$ cat src/rtl/mips_mem_pkg.sv
// Shared types and helpers for the unified MIPS memory port.
// Imported by the arbiter and its address translator.
package mips_mem_pkg;

  typedef enum logic [1:0] {
    IDLE,
    ISSUE,
    WAIT,
    RESP
  } state_t;

  localparam logic REGION_TEXT = 1'b0;
  localparam logic REGION_DATA = 1'b1;

  // Width of a counter stepping through the read latency.
  function automatic int lat_cnt_w(input int lat);
    return (lat <= 1) ? 1 : $clog2(lat);
  endfunction

endpackage

$ cat src/rtl/mem_addr_xlate.sv
// Byte address to region word index, with alignment/range error.
// One instance per requester; base and region bit are parameters.
module mem_addr_xlate
  import mips_mem_pkg::*;
#(
  parameter int ADDR_WIDTH = 32,
  parameter int ADDR_SIZE = 8,
  parameter logic [ADDR_WIDTH-1:0] BASE = '0,
  parameter logic REGION = REGION_TEXT
) (
  input  logic [ADDR_WIDTH-1:0] addr,
  output logic [ADDR_SIZE:0]    index,
  output logic                  err
);

  localparam logic [ADDR_WIDTH-1:0] SPAN =
    ADDR_WIDTH'(4) << ADDR_SIZE;

  logic [ADDR_WIDTH-1:0] off;
  logic below;

  assign off = addr - BASE;

  // A zero base cannot underflow, so skip the compare.
  if (BASE == '0) begin : g_nobase
    assign below = 1'b0;
  end else begin : g_base
    assign below = addr < BASE;
  end

  assign index = {REGION, off[ADDR_SIZE+1:2]};
  assign err = (addr[1:0] != 2'b00)
             | below
             | (off >= SPAN);

endmodule

$ cat src/rtl/mem_port_arbiter.sv
// Shares the unified I/D memory between fetch and data ports.
// One access in flight; fixed read latency; one-cycle acks.
module mem_port_arbiter
  import mips_mem_pkg::*;
#(
  parameter int DATA_WIDTH = 32,
  parameter int ADDR_WIDTH = 32,
  parameter int ADDR_SIZE = 8,
  parameter logic [ADDR_WIDTH-1:0] DATA_BASE_ADDRESS = 'h40_0000,
  parameter int MEM_LATENCY = 2,
  parameter int MAX_DATA_STREAK = 4
) (
  input  logic                  clk,
  input  logic                  reset,
  input  logic                  if_req,
  input  logic [ADDR_WIDTH-1:0] if_addr,
  output logic                  if_ack,
  output logic [DATA_WIDTH-1:0] if_rdata,
  output logic                  if_err,
  input  logic                  dm_req,
  input  logic                  dm_we,
  input  logic [ADDR_WIDTH-1:0] dm_addr,
  input  logic [DATA_WIDTH-1:0] dm_wdata,
  output logic                  dm_ack,
  output logic [DATA_WIDTH-1:0] dm_rdata,
  output logic                  dm_err,
  output logic                  mem_en,
  output logic                  mem_we,
  output logic [ADDR_SIZE:0]    mem_addr,
  output logic [DATA_WIDTH-1:0] mem_wdata,
  input  logic [DATA_WIDTH-1:0] mem_rdata
);

  localparam int CW = lat_cnt_w(MEM_LATENCY);
  localparam int SW = $clog2(MAX_DATA_STREAK + 1);
  localparam logic [CW-1:0] CNT_LAST =
    CW'(MEM_LATENCY - 1);
  localparam logic [SW-1:0] STREAK_MAX =
    SW'(MAX_DATA_STREAK);

  state_t state;
  logic [CW-1:0] cnt;
  logic [SW-1:0] streak;
  logic [SW-1:0] streak_inc;
  logic own_dm;
  logic own_we;

  logic [ADDR_SIZE:0] if_idx;
  logic [ADDR_SIZE:0] dm_idx;
  logic if_bad;
  logic dm_bad;
  logic dm_win;
  logic if_win;
  logic win_bad;

  mem_addr_xlate #(
    .ADDR_WIDTH(ADDR_WIDTH),
    .ADDR_SIZE (ADDR_SIZE),
    .BASE      ('0),
    .REGION    (REGION_TEXT)
  ) u_if_xlate (
    .addr (if_addr),
    .index(if_idx),
    .err  (if_bad)
  );

  mem_addr_xlate #(
    .ADDR_WIDTH(ADDR_WIDTH),
    .ADDR_SIZE (ADDR_SIZE),
    .BASE      (DATA_BASE_ADDRESS),
    .REGION    (REGION_DATA)
  ) u_dm_xlate (
    .addr (dm_addr),
    .index(dm_idx),
    .err  (dm_bad)
  );

  // Data wins unless it has starved fetch long enough.
  assign dm_win  = dm_req &&
                   !(if_req && streak == STREAK_MAX);
  assign if_win  = if_req && !dm_win;
  assign win_bad = dm_win ? dm_bad : if_bad;

  assign streak_inc = (streak == STREAK_MAX) ?
                      streak : streak + SW'(1);

  always_ff @(posedge clk or negedge reset) begin
    if (!reset) begin
      state     <= IDLE;
      cnt       <= '0;
      streak    <= '0;
      own_dm    <= 1'b0;
      own_we    <= 1'b0;
      mem_en    <= 1'b0;
      mem_we    <= 1'b0;
      mem_addr  <= '0;
      mem_wdata <= '0;
      if_ack    <= 1'b0;
      if_rdata  <= '0;
      if_err    <= 1'b0;
      dm_ack    <= 1'b0;
      dm_rdata  <= '0;
      dm_err    <= 1'b0;
    end else begin
      unique case (state)
        IDLE: begin
          streak <= dm_win ? streak_inc : '0;
          own_dm <= dm_win;
          own_we <= dm_win && dm_we;
          if (dm_win || if_win) begin
            if (win_bad) begin
              state <= RESP;
              if (dm_win) begin
                dm_ack   <= 1'b1;
                dm_err   <= 1'b1;
                dm_rdata <= '0;
              end else begin
                if_ack   <= 1'b1;
                if_err   <= 1'b1;
                if_rdata <= '0;
              end
            end else begin
              state     <= ISSUE;
              mem_en    <= 1'b1;
              mem_we    <= dm_win && dm_we;
              mem_addr  <= dm_win ? dm_idx : if_idx;
              mem_wdata <= dm_win ? dm_wdata : '0;
            end
          end
        end
        ISSUE: begin
          state  <= WAIT;
          cnt    <= '0;
          mem_en <= 1'b0;
          mem_we <= 1'b0;
        end
        WAIT: begin
          cnt <= cnt + CW'(1);
          if (cnt == CNT_LAST) begin
            state <= RESP;
            if (own_dm) begin
              dm_ack   <= 1'b1;
              dm_err   <= 1'b0;
              dm_rdata <= own_we ? '0 : mem_rdata;
            end else begin
              if_ack   <= 1'b1;
              if_err   <= 1'b0;
              if_rdata <= mem_rdata;
            end
          end
        end
        RESP: begin
          state  <= IDLE;
          if_ack <= 1'b0;
          if_err <= 1'b0;
          dm_ack <= 1'b0;
          dm_err <= 1'b0;
        end
      endcase
    end
  end

endmodule

$ cat config.mk
export PLATFORM = sky130hd
export DESIGN_NAME = mem_port_arbiter
export DESIGN_NICKNAME = d
export VERILOG_FILES = /design/src/rtl/mips_mem_pkg.sv /design/src/rtl/mem_addr_xlate.sv /design/src/rtl/mem_port_arbiter.sv
export SDC_FILE = /design/constraint.sdc
export NUM_CORES = 1
export LEC_CHECK = 0
export ABC_CLOCK_PERIOD_IN_PS = 2700
export CAP_MARGIN = 20
export CORE_AREA = 10 10 105 107
export CTS_CLUSTER_DIAMETER = 150
export DETAILED_ROUTE_END_ITERATION = 8
export DIE_AREA = 0 0 115 117
export DONT_BUFFER_PORTS = 1
export PLACE_DENSITY = 0.72
export SLEW_MARGIN = 10
export SYNTH_ARGS = -nofsm -noshare
export SYNTH_HDL_FRONTEND = slang
export SYNTH_SLANG_ARGS = --single-unit
$ cat constraint.sdc
create_clock -name clk -period 2.7 [get_ports clk]
set_input_delay 0.675 -clock clk [delete_from_list [all_inputs] [get_ports clk]]
set_output_delay 0.675 -clock clk [all_outputs]
set_load 0.02 [all_outputs]
=== After elaboration in Yosys (flattened, before gate mapping) ===
Index checks and enable logic that the tools add are counted.

* Output and inout port bits: 111
* Register bits: 119
* Logic and storage cells: 107

* Equal/unequal tests: 13
* $lt $le $gt $ge: 3
* Add/sub/neg operators: 3
* Reduce and logical (&&, ||, !) cells: 22
* Bitwise logic cells: 4
* Multiplexer cells: 47

{| class="wikitable"
|+ Operators with widths
! cell !! number
|-
| 2-to-1 mux 32 bit || 12
|-
| one-hot mux 32 bit (2 select lines) || 2
|-
| greater-or-equal comparator 32 x 11 -> 1 bit, second input constant || 2
|-
| < comparator 32 x 23 -> 1 bit, second input constant || 1
|-
| subtractor 32 x 23 -> 32 bit, second input constant || 1
|-
| AND reduction 6 bit || 4
|-
| 2-to-1 mux 1 bit || 19
|-
| inequality test 2 bit, second input constant || 9
|-
| one-hot mux 1 bit (3 select lines) || 4
|-
| nonzero test 2 bit || 5
|-
| 2-to-1 mux 9 bit || 1
|-
| one-hot mux 2 bit (4 select lines) || 1
|-
| 2-to-1 mux 2 bit || 3
|-
| 2-to-1 mux 3 bit || 2
|-
| one-hot mux 1 bit (2 select lines) || 3
|-
| AND reduction 3 bit || 2
|-
| == test 2 bit, second input constant || 2
|-
| logical AND 1 bit || 4
|-
| AND reduction 2 bit || 2
|-
| adder 3 x 1 -> 3 bit, second input constant || 1
|-
| == test 3 bit, second input constant || 1
|-
| bitwise OR 1 bit || 3
|-
| nonzero test 3 bit || 1
|-
| == test 2 x 1 -> 1 bit, second input constant || 1
|-
| other kinds (5) || 6
|}

=== Logic depth before layout (Yosys ltp) ===
Gate-level depths: netlist of the first run.

* Word-level depth: 9
* Mapped depth: 10
* Depth with buffers taken out: 8

=== Cells and area by module ===
A second synthesis of the first run with hierarchy kept.

* Cells, all modules: 562
* Area, all modules: 5778.0 um2

{| class="wikitable"
|+ Modules (own cells, without submodules)
! module !! times used !! seq. area each (um2) !! area each (um2) !! cells an instance
|-
| mem_port_arbiter || 1 || 2977.9 || 5511.5 || 524
|-
| mem_addr_xlate (u_dm_xlate) || 1 || 0.0 || 143.9 || 20
|-
| mem_addr_xlate (u_if_xlate) || 1 || 0.0 || 122.6 || 18
|}

=== Worst setup path before layout of the first run ===
OpenSTA, ideal clock, no wires.

* Kind: input to register
* Start: input port dm_addr[20]
* End: register dm_rdata[10]
* Data required time: 2.555 ns
* Cell stages on the path: 8
* Slack: 0.647 ns
* Arrival: 1.908 ns
* Library setup time: 0.145 ns
* Buffers on the path: 2
* Cell sequence: nor4_1 -> nand4_1 -> o21ai_2 -> o21a_2 -> or2_1 -> buf_4 -> buf_6 -> o31ai_2

* Cells in the longest elaborated chain, start to end: 6
* Elaborated cells between the ends (all ways): 8
* Classes of those cells: add/sub (1); order compare (2); eq/ne (1); mux (1); bitwise (2); reduce/logical (1)

{| class="wikitable"
|+ RTL lines
! what !! line !! source
|-
| from (decl) || mem_port_arbiter.sv:22 || <nowiki>input logic [ADDR_WIDTH-1:0] dm_addr,</nowiki>
|-
| subtractor 32 x 23 -> 32 bit or < comparator 32 x 23 -> 1 bit (tied branches) || mem_addr_xlate.sv:22, mem_addr_xlate.sv:28 ||
|-
| greater-or-equal comparator 32 x 11 -> 1 bit or bitwise OR 1 bit (tied branches) || mem_addr_xlate.sv:34, mem_addr_xlate.sv:33 ||
|-
| bitwise OR 1 bit (*) || mem_addr_xlate.sv:34 || <nowiki>| (off >= SPAN);</nowiki>
|-
| 2-to-1 mux 1 bit (*) || mem_port_arbiter.sv:82 || <nowiki>assign win_bad = dm_win ? dm_bad : if_bad;</nowiki>
|-
| inequality test 2 bit (no line) (*) || -- ||
|-
| AND reduction 6 bit (no line) (*) || -- ||
|-
| to (signal assigned) || mem_port_arbiter.sv:144 || <nowiki>dm_rdata <= own_we ? '0 : mem_rdata;</nowiki>
|-
| to (decl) || mem_port_arbiter.sv:25 || <nowiki>output logic [DATA_WIDTH-1:0] dm_rdata,</nowiki>
|}

Mark *: on every way between the ends. The rest lies on a longest branch, timed or not.
A chain may end at the register's enable or synchronous reset.

=== Worst setup path in the final report of the first run ===
* Start: register state[1]
* End: register mem_wdata[26]

* Cells in the longest elaborated chain, start to end: 2

{| class="wikitable"
|+ RTL lines
! what !! line !! source
|-
| from (decl) || mem_port_arbiter.sv:41 || <nowiki>state_t state;</nowiki>
|-
| from (signal assigned) || mem_port_arbiter.sv:89 || <nowiki>state <= IDLE;</nowiki>
|-
| from (signal assigned) || mem_port_arbiter.sv:112 || <nowiki>state <= RESP;</nowiki>
|-
| from (signal assigned) || mem_port_arbiter.sv:123 || <nowiki>state <= ISSUE;</nowiki>
|-
| logical NOT 2 bit || mem_port_arbiter.sv:105 || <nowiki>unique case (state)</nowiki>
|-
| AND reduction 3 bit (no line) || -- ||
|-
| to (signal assigned) || mem_port_arbiter.sv:127 || <nowiki>mem_wdata <= dm_win ? dm_wdata : '0;</nowiki>
|-
| to (decl) || mem_port_arbiter.sv:30 || <nowiki>output logic [DATA_WIDTH-1:0] mem_wdata,</nowiki>
|}

No other way between the ends.

==> results of run 1 <==
path summary, 6_finish.rpt:
check	start	endpoint
max in group asynchronous	reset	dm_rdata[22]
min in group clk	dm_wdata[20]	mem_wdata[20]
worst min register to register	streak[1]	streak[1]
worst min-delay path	reset	mem_wdata[28]
worst max register to register	state[1]	mem_wdata[26]
worst max-delay path	state[1]	mem_wdata[26]
per-stage QoR:
step,instance area [µm²],utilization [%],total power [mW]
after floorplan,5030,-,4.897
after global placement,5137,56.95,5.414
after global routing,5758,63.83,8.275
final,5758,63.83,7.809
after detailed placement,5137,56.95,5.512
after CTS,5758,63.83,7.874
sequential cells by signal (all words and copies together), names as in the netlist:
name and count:
state 2, if_err 1, dm_err 1, mem_addr 9, streak 3, mem_en 1, own_we 1, dm_ack 1
mem_we 1, dm_rdata 32, if_ack 1, if_rdata 32, mem_wdata 32, own_dm 1, cnt 1
kinds of logic after synthesis:
kind of cell | count (synthesis) | share of synthesized area (%)
simple gates | 138 | 12.44
compound gates | 142 | 20.32
mux | 13 | 2.637
buf+inv | 43 | 3.905
fa+ha+maj | 6 | 1.492
flops | 119 | 59.20
placed cells by master (no fill, tap or decap), types with 4 or more instances in the layout:
| master | n |
|---|---|
| mux2i_1 | 11 |
| dfrtp_1 | 119 |
| inv_1 | 9 |
| nor4_1 | 9 |
| nand2_1 | 85 |
| o21ai_1 | 23 |
| nand3_1 | 24 |
| ha_1 | 6 |
| bufinv_16 | 4 |
| buf_4 | 13 |
| a21oi_1 | 6 |
| o21ai_0 | 40 |
| a22o_1 | 33 |
| o31ai_2 | 11 |
| o2bb2ai_1 | 19 |
| clkbuf_16 | 16 |
area by class of cell:
type                    instances  share of cell area, %
flip-flops and latches        119                  51.72
multi-input cells             299                  32.46
clock buffers                  21                  7.801
clock inverters                11                  2.977
well taps                     111                  2.412
repair buffers                 14                  2.043
inverters                       9                 0.5867
where the power goes:
group | switching (mW) | internal, mW
registers | 1.15 | 2.36
logic | 1.26 | 0.713
clock network | 0.775 | 1.55
critical path: stages (launching register included):
cell,delay [ps]
dfrtp_1,410
inv_1,110
ha_1,190
nor4b_2,190
nand4_1,230
o21ai_2,280
nand3_2,90
buf_4,290
a22o_1,300
synth_stat cells (3+ instances only):
library cell	instances	area, µm²
buf_2	13	65.06
inv_1	9	33.78
o21ai_1	23	115.1
nor2_1	3	11.26
o31ai_2	11	137.6
clkbuf_1	17	63.81
nand2_1	85	319.1
buf_4	3	22.52
a21oi_1	6	30.03
a22o_1	33	289.0
nand3_1	24	120.1
nor4_1	9	56.30
o21ai_0	40	200.2
dfrtp_1	119	2978
ha_1	6	75.07
mux2i_1	11	110.1
o2bb2ai_1	19	166.4
nor2b_1	3	18.77
layer usage:
metal  track usage, %  routed length [µm]  vias to the layer above
met5                0                  13                        -
met3            9.633                1551                       16
met2            33.00                7150                      153
li1                 -                   -                     1646
met4            6.601                 119                        2
met1            24.90                5527                     1776
==> results.yml, run 1 <==
synthesis:
  syn_area_per_cell_um2: 10.91
  synth_area_um2: 5030
  syn_inst: 461
  ys_ff_latch: 119
  synth_cell_types: 37
  async_flop_share_pct: 100.0
  synth_ff_type: "dfrtp_1"
  ys_seq_area_share_pct: 59.20
  syn_nets: 600
  synth_edf_count: 0
  yosys_warnings: 0
finish:
  seq_area_um2: 2978
  diodes: 0
  fin_cells: 584
  fillCellCount: 717
  drive_gt1_share_pct: 13.53
  area_growth_pct: 14.48
  nNetsFinal: 599
  multi_input_area_um2: 1869
drt:
  routedWlPerCell_um: 24.59
  wl_um: 14360
  drc: 0
  ant_nets: 0
  vias_per_cell: 6.152
  num_vias: 3593
  drt-initial-drc-count: 321
  firstDrtPassIters: 5
timing:
  tightest_slew_ps: 707.3
  skew_ps: 9.303
  period_share_pct: 82.40
  rsz0062_at_grt: "false"
  maxSlewViolCount: 0
  fin_crit_ps: 2225
  hold_slack_ps: -127.9
  timing.setup.tns_ps: 0
  max_freq_ghz: 0.4495
  fin_ws_ps: 475.1
  hold_viol: 119
  finalSetupViolations: 0
  maxSlewHeadroom_pct: 52.85
clock_network:
  tritoncts: "done"
  clockBufferDepth: 2
  postCtsSetupRepairBufs: 0
  cts_max_level: 4
  post_cts_resized: 0
  cts_buffers: 17
  cts.clk_slew.worst_paths_ps: 60
  root_buffer: "clkbuf_8"
  clk-insertion-delay-late_ps: 500
  clkSinkCount: 119
worst_setup_path:
  r2r_slack_ps: 480
  worstSetupPathType: "flop to flop"
  worstPathArrival_ps: 2600
  critPathRequiredTime_ps: 3070
  cp-start-kind: "flop"
  rr_worst_depth: 8
  critPathMaxFanout: 52
  crit_path_end_kind: "flop"
run:
  maxCapViolCount: 0
floorplan:
  io_pins: 244
  start_util_pct: 55.76
  die_area_um2: 13460
  die_y_um: 117
  fp.dieW_um: 115
  num_rows: 35
  fp.coreArea_um2: 9021
pwr:
  p_leak_nw: 2.614
  powerDensity_nw_per_um2: 1356
  irDropWorstVdd_uv: 590.3
grt:
  grt_pass1_vias: 3688
  globalRouteTotalUtil_pct: 20.88
  overflow: 0
  grt_pass1_wl_um: 21820
  grt_antenna_before_repair: 1
  grt_max_degree: 120
placed_design:
  pre_cts_slack_ps: 289.0
  dp_cells: 552
  dp_hpwl_um: 10690
  gp_congestion: 0.7944
  port-buffer-count: 0
worst_hold_path:
  worstHoldPathType: "input pin to asynchronous set/reset pin"
run_status:
  status: "finished with violations"
  failed_checks: "hold timing"
Note: power is estimated with default switching activity, not from simulation.
==> run 2, diff against run 1 <==
--- a/config.mk
+++ b/config.mk
@@ -5,14 +5,14 @@
 export SDC_FILE = /design/constraint.sdc
 export NUM_CORES = 1
 export LEC_CHECK = 0
-export ABC_CLOCK_PERIOD_IN_PS = 2700
+export ABC_CLOCK_PERIOD_IN_PS = 1950
 export CAP_MARGIN = 20
 export CORE_AREA = 10 10 105 107
 export CTS_CLUSTER_DIAMETER = 150
 export DETAILED_ROUTE_END_ITERATION = 8
 export DIE_AREA = 0 0 115 117
 export DONT_BUFFER_PORTS = 1
-export PLACE_DENSITY = 0.72
+export PLACE_DENSITY = 0.75
 export SLEW_MARGIN = 10
 export SYNTH_ARGS = -nofsm -noshare
 export SYNTH_HDL_FRONTEND = slang
==> constraint.sdc (replaced) <==
create_clock -name clk -period 1.95 [get_ports clk]
set_input_delay 0.4875 -clock clk [delete_from_list [all_inputs] [get_ports clk]]
set_output_delay 0.4875 -clock clk [all_outputs]
set_load 0.02 [all_outputs]
==> run 2 against run 1 <==
The run ends with hold timing, setup timing left. Clock skew is 1.0 ps lower. Fmax grew 8.5%. First-iteration DRC count shrank 39%. Sequential power rose by 40%. Worst hold slack got worse by 190 ps. Register-to-register slack got worse by 580 ps. Utilization grew 11 points. Global-route usage fell by 0.44 points. Critical endpoint is now if_rdata[27]. Die area did not move. Combinational power grew to 2.6 times the previous value.
==> results.yml, run 2 (same netlist as run 1, synthesis figures left out) <==
run_status:
  status: "finished with violations"
  failed_checks: "hold timing, setup timing"
floorplan:
  start_util_pct: 55.76
  die_y_um: 117
  num_rows: 35
  io_pins: 244
  fp.dieW_um: 115
  fp.coreArea_um2: 9021
  die_area_um2: 13460
finish:
  post-route-util_pct: 74.51
  fin_cells: 628
  layout_commonest_cell: "dfrtp_1"
  top_regs: "dm_rdata: 32 flops, if_rdata: 32 flops, mem_wdata: 32 flops"
  fillCellCount: 583
  area_growth_pct: 33.63
  final_cell_mix: "119 x dfrtp_1, 54 x nand2_1, 33 x a22o_1, 30 x o21ai_2, 27 x buf_4"
  fin_area_um2: 6721
  drive_gt1_share_pct: 34.82
  diodes: 0
  nNetsFinal: 643
drt:
  vias_per_cell: 6.159
  firstDrtPassIters: 4
  drt-initial-drc-count: 196
  routedWlPerCell_um: 26.13
  drc: 0
  ant_nets: 0
  wl_um: 16410
  num_vias: 3868
worst_setup_path:
  crit_path_end_kind: "flop"
  worstPathArrival_ps: 2470
  critPathMaxFanout: 5
  r2r_end: "if_rdata[27]"
  worstReg2RegStart: "state[1]"
  worstSetupPathType: "flop to flop"
  cp-start-kind: "flop"
  critPathRequiredTime_ps: 2370
  r2r_slack_ps: -100
  rr_worst_depth: 11
placed_design:
  dp_cells: 567
  dp_hpwl_um: 10660
  gp_congestion: 0.8201
  port-buffer-count: 0
  placed_cell_area_um2: 5303
  pre_cts_slack_ps: -108.6
timing:
  timing.setup.tns_ps: -3761
  rsz0062_at_grt: "true"
  maxSlewViolCount: 0
  finalSetupViolations: 70
  hold_slack_ps: -318.2
  maxSlewHeadroom_pct: 72.55
  fin_ws_ps: -100.5
  hold_viol: 119
  max_freq_ghz: 0.4877
  period_share_pct: 105.2
  skew_ps: 8.296
  tightest_slew_ps: 408.9
  fin_crit_ps: 2051
pwr:
  p_leak_nw: 3.059
  irDropWorstVdd_uv: 854.2
  powerDensity_nw_per_um2: 1962
grt:
  grt_pass1_wl_um: 21400
  globalRouteTotalUtil_pct: 20.44
  grt_max_degree: 120
  grt_pass1_vias: 3851
  grt_antenna_before_repair: 0
  overflow: 0
clock_network:
  clockBufferDepth: 2
  clkSinkCount: 119
  cts_buffers: 17
  clk-insertion-delay-late_ps: 500
  cts.clk_slew.worst_paths_ps: 60
  cts_max_level: 4
  tritoncts: "done"
  root_buffer: "clkbuf_8"
worst_hold_path:
  worstHoldPathType: "input pin to asynchronous set/reset pin"
run:
  maxCapViolCount: 0
==> run 2: cell types whose count changed in the layout (fill, tap and decap cells not counted), moves of 4 or more <==
cell,delta
buf_4,+14
nand2_4,+10
o21ai_0,-22
nand2_2,+21
clkbuf_16,+10
nand2_1,-31
inv_1,-4
o21ai_1,-6
buf_12,+7
o21ai_2,+28
inv_2,+4
buf_6,+10
==> run 2: critical path, cell delays in order, from the launching register on <==
cell and delay (ps):
dfrtp_1 410, inv_2 110, ha_4 160, nor4b_4 170, nand4_1 170, buf_4 180
o211ai_4 190, buf_12 150, buf_12 140, clkbuf_16 150, nand2_2 50, o21ai_1 80
==> run 2: how the worst max path moves through the flow <==
stage                from      endpoint  slack (ps)  depth (start not counted)
2_1_floorplan   streak[0]  dm_rdata[12]           1                         10
3_3_place_gp   dm_addr[1]  mem_wdata[7]         -40                          7
3_5_place_dp    streak[1]   dm_rdata[1]        -110                          9
4_1_cts         streak[0]   dm_rdata[6]         0.1                          9
5_1_grt          state[1]  if_rdata[31]        -190                         11
6_report         state[1]  if_rdata[27]        -100                         11
==> run 2: what timing repair did <==
item	4_1_cts	5_1_grt
gates resized for setup	6	120
buffers inserted	2	11
pin swaps	1	21
gates cloned	0	16
endpoints found under the setup margin	28	89
endpoints found under the hold margin	119	119
==> run 2: area by class of cell <==
class                      count  area, µm²  area share, %
sequential                   119       2978          44.30
multi-input combinational    299       2201          32.74
timing repair buffer          58      783.3          11.65
clock buffer                  20      435.4          6.478
clock inverter                12      151.4          2.252
tap                          111      138.9          2.066
inverter                       9      33.78         0.5026
==> run 2: per-stage QoR <==
stage          power, mW  hold slack (ps)
2_1_floorplan      6.782            191.9
3_3_place_gp       7.837            195.4
3_5_place_dp       7.987            195.4
4_1_cts            11.22           -335.5
5_1_grt            13.85           -351.9
6_report           13.19           -318.2
==> run 2: per-layer routing <==
layer  global-route usage [%]  vias to the layer above  wire, µm
met5                        0                        -         0
met4                    6.271                        0       284
met3                    10.60                       18      1980
met2                    33.67                      202      8737
met1                    22.52                     1903      5404
li1                         -                     1745         -
==> run 2: report_power, final <==
part / leakage, nW / internal [mW] / total [mW] / switching (mW)
registers: 1.59 / 3.27 / 4.91 / 1.65
logic: 1.19 / 2.52 / 5.20 / 2.68
clock network: 0.273 / 1.98 / 3.07 / 1.10
==> run 3, diff against run 2 <==
--- a/config.mk
+++ b/config.mk
@@ -7,13 +7,14 @@
 export LEC_CHECK = 0
 export ABC_CLOCK_PERIOD_IN_PS = 1950
 export CAP_MARGIN = 20
-export CORE_AREA = 10 10 105 107
+export CORE_AREA = 10 10 112 114
 export CTS_CLUSTER_DIAMETER = 150
 export DETAILED_ROUTE_END_ITERATION = 8
-export DIE_AREA = 0 0 115 117
+export DIE_AREA = 0 0 122 124
 export DONT_BUFFER_PORTS = 1
-export PLACE_DENSITY = 0.75
+export PLACE_DENSITY = 0.74
 export SLEW_MARGIN = 10
 export SYNTH_ARGS = -nofsm -noshare
 export SYNTH_HDL_FRONTEND = slang
+export SYNTH_HIERARCHICAL = 1
 export SYNTH_SLANG_ARGS = --single-unit
==> run 3 against run 2 <==
The run ends with hold timing left. Worst hold slack worse by 10 ps. Largest power group is now sequential cells. Synthesized cell count up 22%. Global-route usage fell by 2.3 points. Fmax rose by 10%. Flip-flop and latch count is the same. Routed wire length shrank 14%. Die area increased by 12%. Non-clock buffer count fell by 33. Worst setup slack improved by 190 ps. Sequential share of layout area rose by 0.77 points. Total power shrank 3.4%. Final area down 1.7%.
==> results.yml, run 3 <==
worst_setup_path:
  cp-start-kind: "flop"
  crit_path_start: "streak[1]"
  rr_worst_depth: 8
  cp_cell_sequence: "inv_1, ha_4, nand3_4, and3_4, nor3_4, buf_12, buf_12, mux2i_2"
  path_buf_inv: 3
  r2r_end: "mem_wdata[9]"
  critPathSlowestCell: "dfrtp_1"
  critPathMaxFanout: 13
  worstPathArrival_ps: 2280
  worstReg2RegStart: "streak[1]"
  critical_path.top_delay_family: "simple AND/OR/NAND/NOR gates"
  r2r_slack_ps: 90
  cp.depth: 8
  worstSetupPathType: "flop to flop"
  critPathCapture: "mem_wdata[9]"
  max_stage_delay_ps: 400
  worst_path_most_repeated_cell: "buf_12"
  critPathRequiredTime_ps: 2370
  crit_path_end_kind: "flop"
synthesis:
  yosysTopAreaCell: "dfrtp_1"
  synth_area_um2: 5778
  synth_ff_type: "dfrtp_1"
  ys_seq_area_share_pct: 51.54
  synth_top_family_by_area: "multiplexers"
  yosys_warnings: 6
  synth.area.mux_share_pct: 21.05
  synth_common_cells: "119 x dfrtp_1, 107 x inv_1, 105 x nand2_1"
  synthSimpleGateAreaFrac_pct: 11.13
  syn_inst: 562
  synth_compound_area_share_pct: 2.490
  synth_edf_count: 0
  syn_nets: 702
  synth_cell_types: 41
  syn_area_per_cell_um2: 10.28
  synth_fa_ha_area_share_pct: 1.516
  synth.most_common_cell: "dfrtp_1"
  synth_top_area_share_pct: 51.54
  ys_ff_latch: 119
  async_flop_share_pct: 100.0
  synthXorXnorAreaFrac_pct: 0.1516
  synth.area.top_cells: "dfrtp_1 52%, mux2i_1 17%, inv_1 7.0%, nand2_1 6.8%, buf_4 2.7%"
drt:
  routedWlPerCell_um: 19.88
  num_vias: 3805
  drc: 0
  ant_nets: 0
  firstDrtPassIters: 4
  drt-initial-drc-count: 312
  vias_per_cell: 5.344
  wl_um: 14150
timing:
  finalSetupViolations: 0
  max_freq_ghz: 0.5368
  fin_crit_ps: 1863
  hold_slack_ps: -328.6
  period_share_pct: 95.54
  hold_viol: 119
  rsz0062_at_grt: "false"
  skew_ps: 9.052
  maxSlewViolCount: 0
  timing.setup.tns_ps: 0
placed_design:
  port-buffer-count: 0
  dp_cells: 678
  gp_congestion: 0.7523
  dp_hpwl_um: 10680
  placed_cell_area_um2: 5942
finish:
  area_growth_pct: 14.34
  nNetsFinal: 704
  diodes: 0
  top_regs: "dm_rdata: 32 flops, if_rdata: 32 flops, mem_wdata: 32 flops"
  post-route-util_pct: 64.57
  fillCellCount: 799
  final_cell_mix: "119 x dfrtp_1, 105 x nand2_1, 104 x inv_1, 96 x mux2i_1, 17 x clkbuf_16"
  layout_commonest_cell: "dfrtp_1"
  drive_gt1_share_pct: 14.76
  fin_area_um2: 6606
  fin_cells: 712
clock_network:
  cts_buffers: 17
  cts.clk_slew.worst_paths_ps: 60
  tritoncts: "done"
  clockBufferDepth: 2
  root_buffer: "clkbuf_8"
  cts_max_level: 4
  clkSinkCount: 119
  clk-insertion-delay-late_ps: 510
pwr:
  p_leak_nw: 3.274
  irDropWorstVdd_uv: 777.7
  powerDensity_nw_per_um2: 1928
  power_mw: 12.74
grt:
  grt_pass1_vias: 4007
  grt_max_degree: 120
  grt_pass1_wl_um: 21510
  overflow: 0
  grt_antenna_before_repair: 0
  globalRouteTotalUtil_pct: 18.09
floorplan:
  start_util_pct: 56.48
  die_y_um: 124
  die_area_um2: 15130
  fp.dieW_um: 122
  fp.coreArea_um2: 10230
  io_pins: 244
  num_rows: 37
run:
  maxCapViolCount: 0
run_status:
  failed_checks: "hold timing"
  status: "finished with violations"
worst_hold_path:
  worstHoldPathType: "input pin to asynchronous set/reset pin"
[run 3: cell count changes after synthesis, moves of 6 or more]
cell,delta
o21ai_1,-23
inv_1,+98
nand3_1,-19
o21ai_0,-31
buf_4,+18
o2bb2ai_1,-19
nand2_1,+20
mux2_1,+6
buf_6,+6
a22o_1,-32
mux2_2,+12
o31ai_2,-11
buf_2,-11
mux2i_1,+88
[run 3: routing by layer]
metal  share of wire [%]  global-route usage [%]  up-vias
li1                    -                       -     1764
met1                  37                   19.56     1865
met2                  49                   29.07      163
met3                  12                   9.955       13
met4                 1.2                   7.377        0
met5                   0                       0        -
[run 3: per-stage QoR]
| step | hold slack, ps | setup WS (ps) |
|---|---|---|
| 2_1_floorplan | 191.9 | -159.7 |
| 3_3_place_gp | 195.3 | -210.7 |
| 3_5_place_dp | 195.5 | -272.0 |
| 4_1_cts | -358.8 | 23.86 |
| 5_1_grt | -363.8 | 4.727 |
| 6_report | -328.6 | 87.02 |
[run 3: power by group]
part           switching, mW  internal [mW]  total [mW]
combinational           2.09           2.00        4.09
sequential              2.14           3.57        5.71
clock                   1.09           1.84        2.93
total                   5.32           7.41        12.7
[run 3: worst min-delay path by stage]
stage,slack [ps],from,end,depth (start not counted)
2_1_floorplan,190,reset,cnt,0
3_3_place_gp,200,reset,dm_rdata[13],0
3_5_place_dp,200,reset,dm_rdata[20],0
4_1_cts,-360,reset,dm_rdata[20],0
5_1_grt,-360,reset,dm_rdata[15],0
6_report,-330,reset,dm_rdata[20],0
[run 3: logic make-up (layout without fill, tap and decap cells)]
family,after synthesis,count (layout)
AND/OR/NAND/NOR,143,143
multiplexers,119,119
other,2,2
AO/OA/AOI/OAI,22,22
XOR/XNOR,1,1
buffers and inverters,149,163
adder cells (fa/ha/maj),7,7
flip-flops,119,119
[run 3: what timing repair did]
| action | in CTS | in global routing |
|---|---|---|
| setup endpoints to repair | 6 | 106 |
| resized for setup | 3 | 12 |
| setup buffers | 0 | 2 |
| cloned | 0 | 1 |
| pin swaps | 0 | 2 |
| endpoints found under the hold margin | 119 | 119 |
[run 3: area by class of cell]
class	instances	area, µm²	share of cell area (%)
clock buffers	20	435.4	6.591
clock inverters	11	126.4	1.913
inverters	107	401.6	6.080
multi-input cells	294	2173	32.90
flip-flops and latches	119	2978	45.08
well taps	136	170.2	2.576
repair buffers	25	321.6	4.867
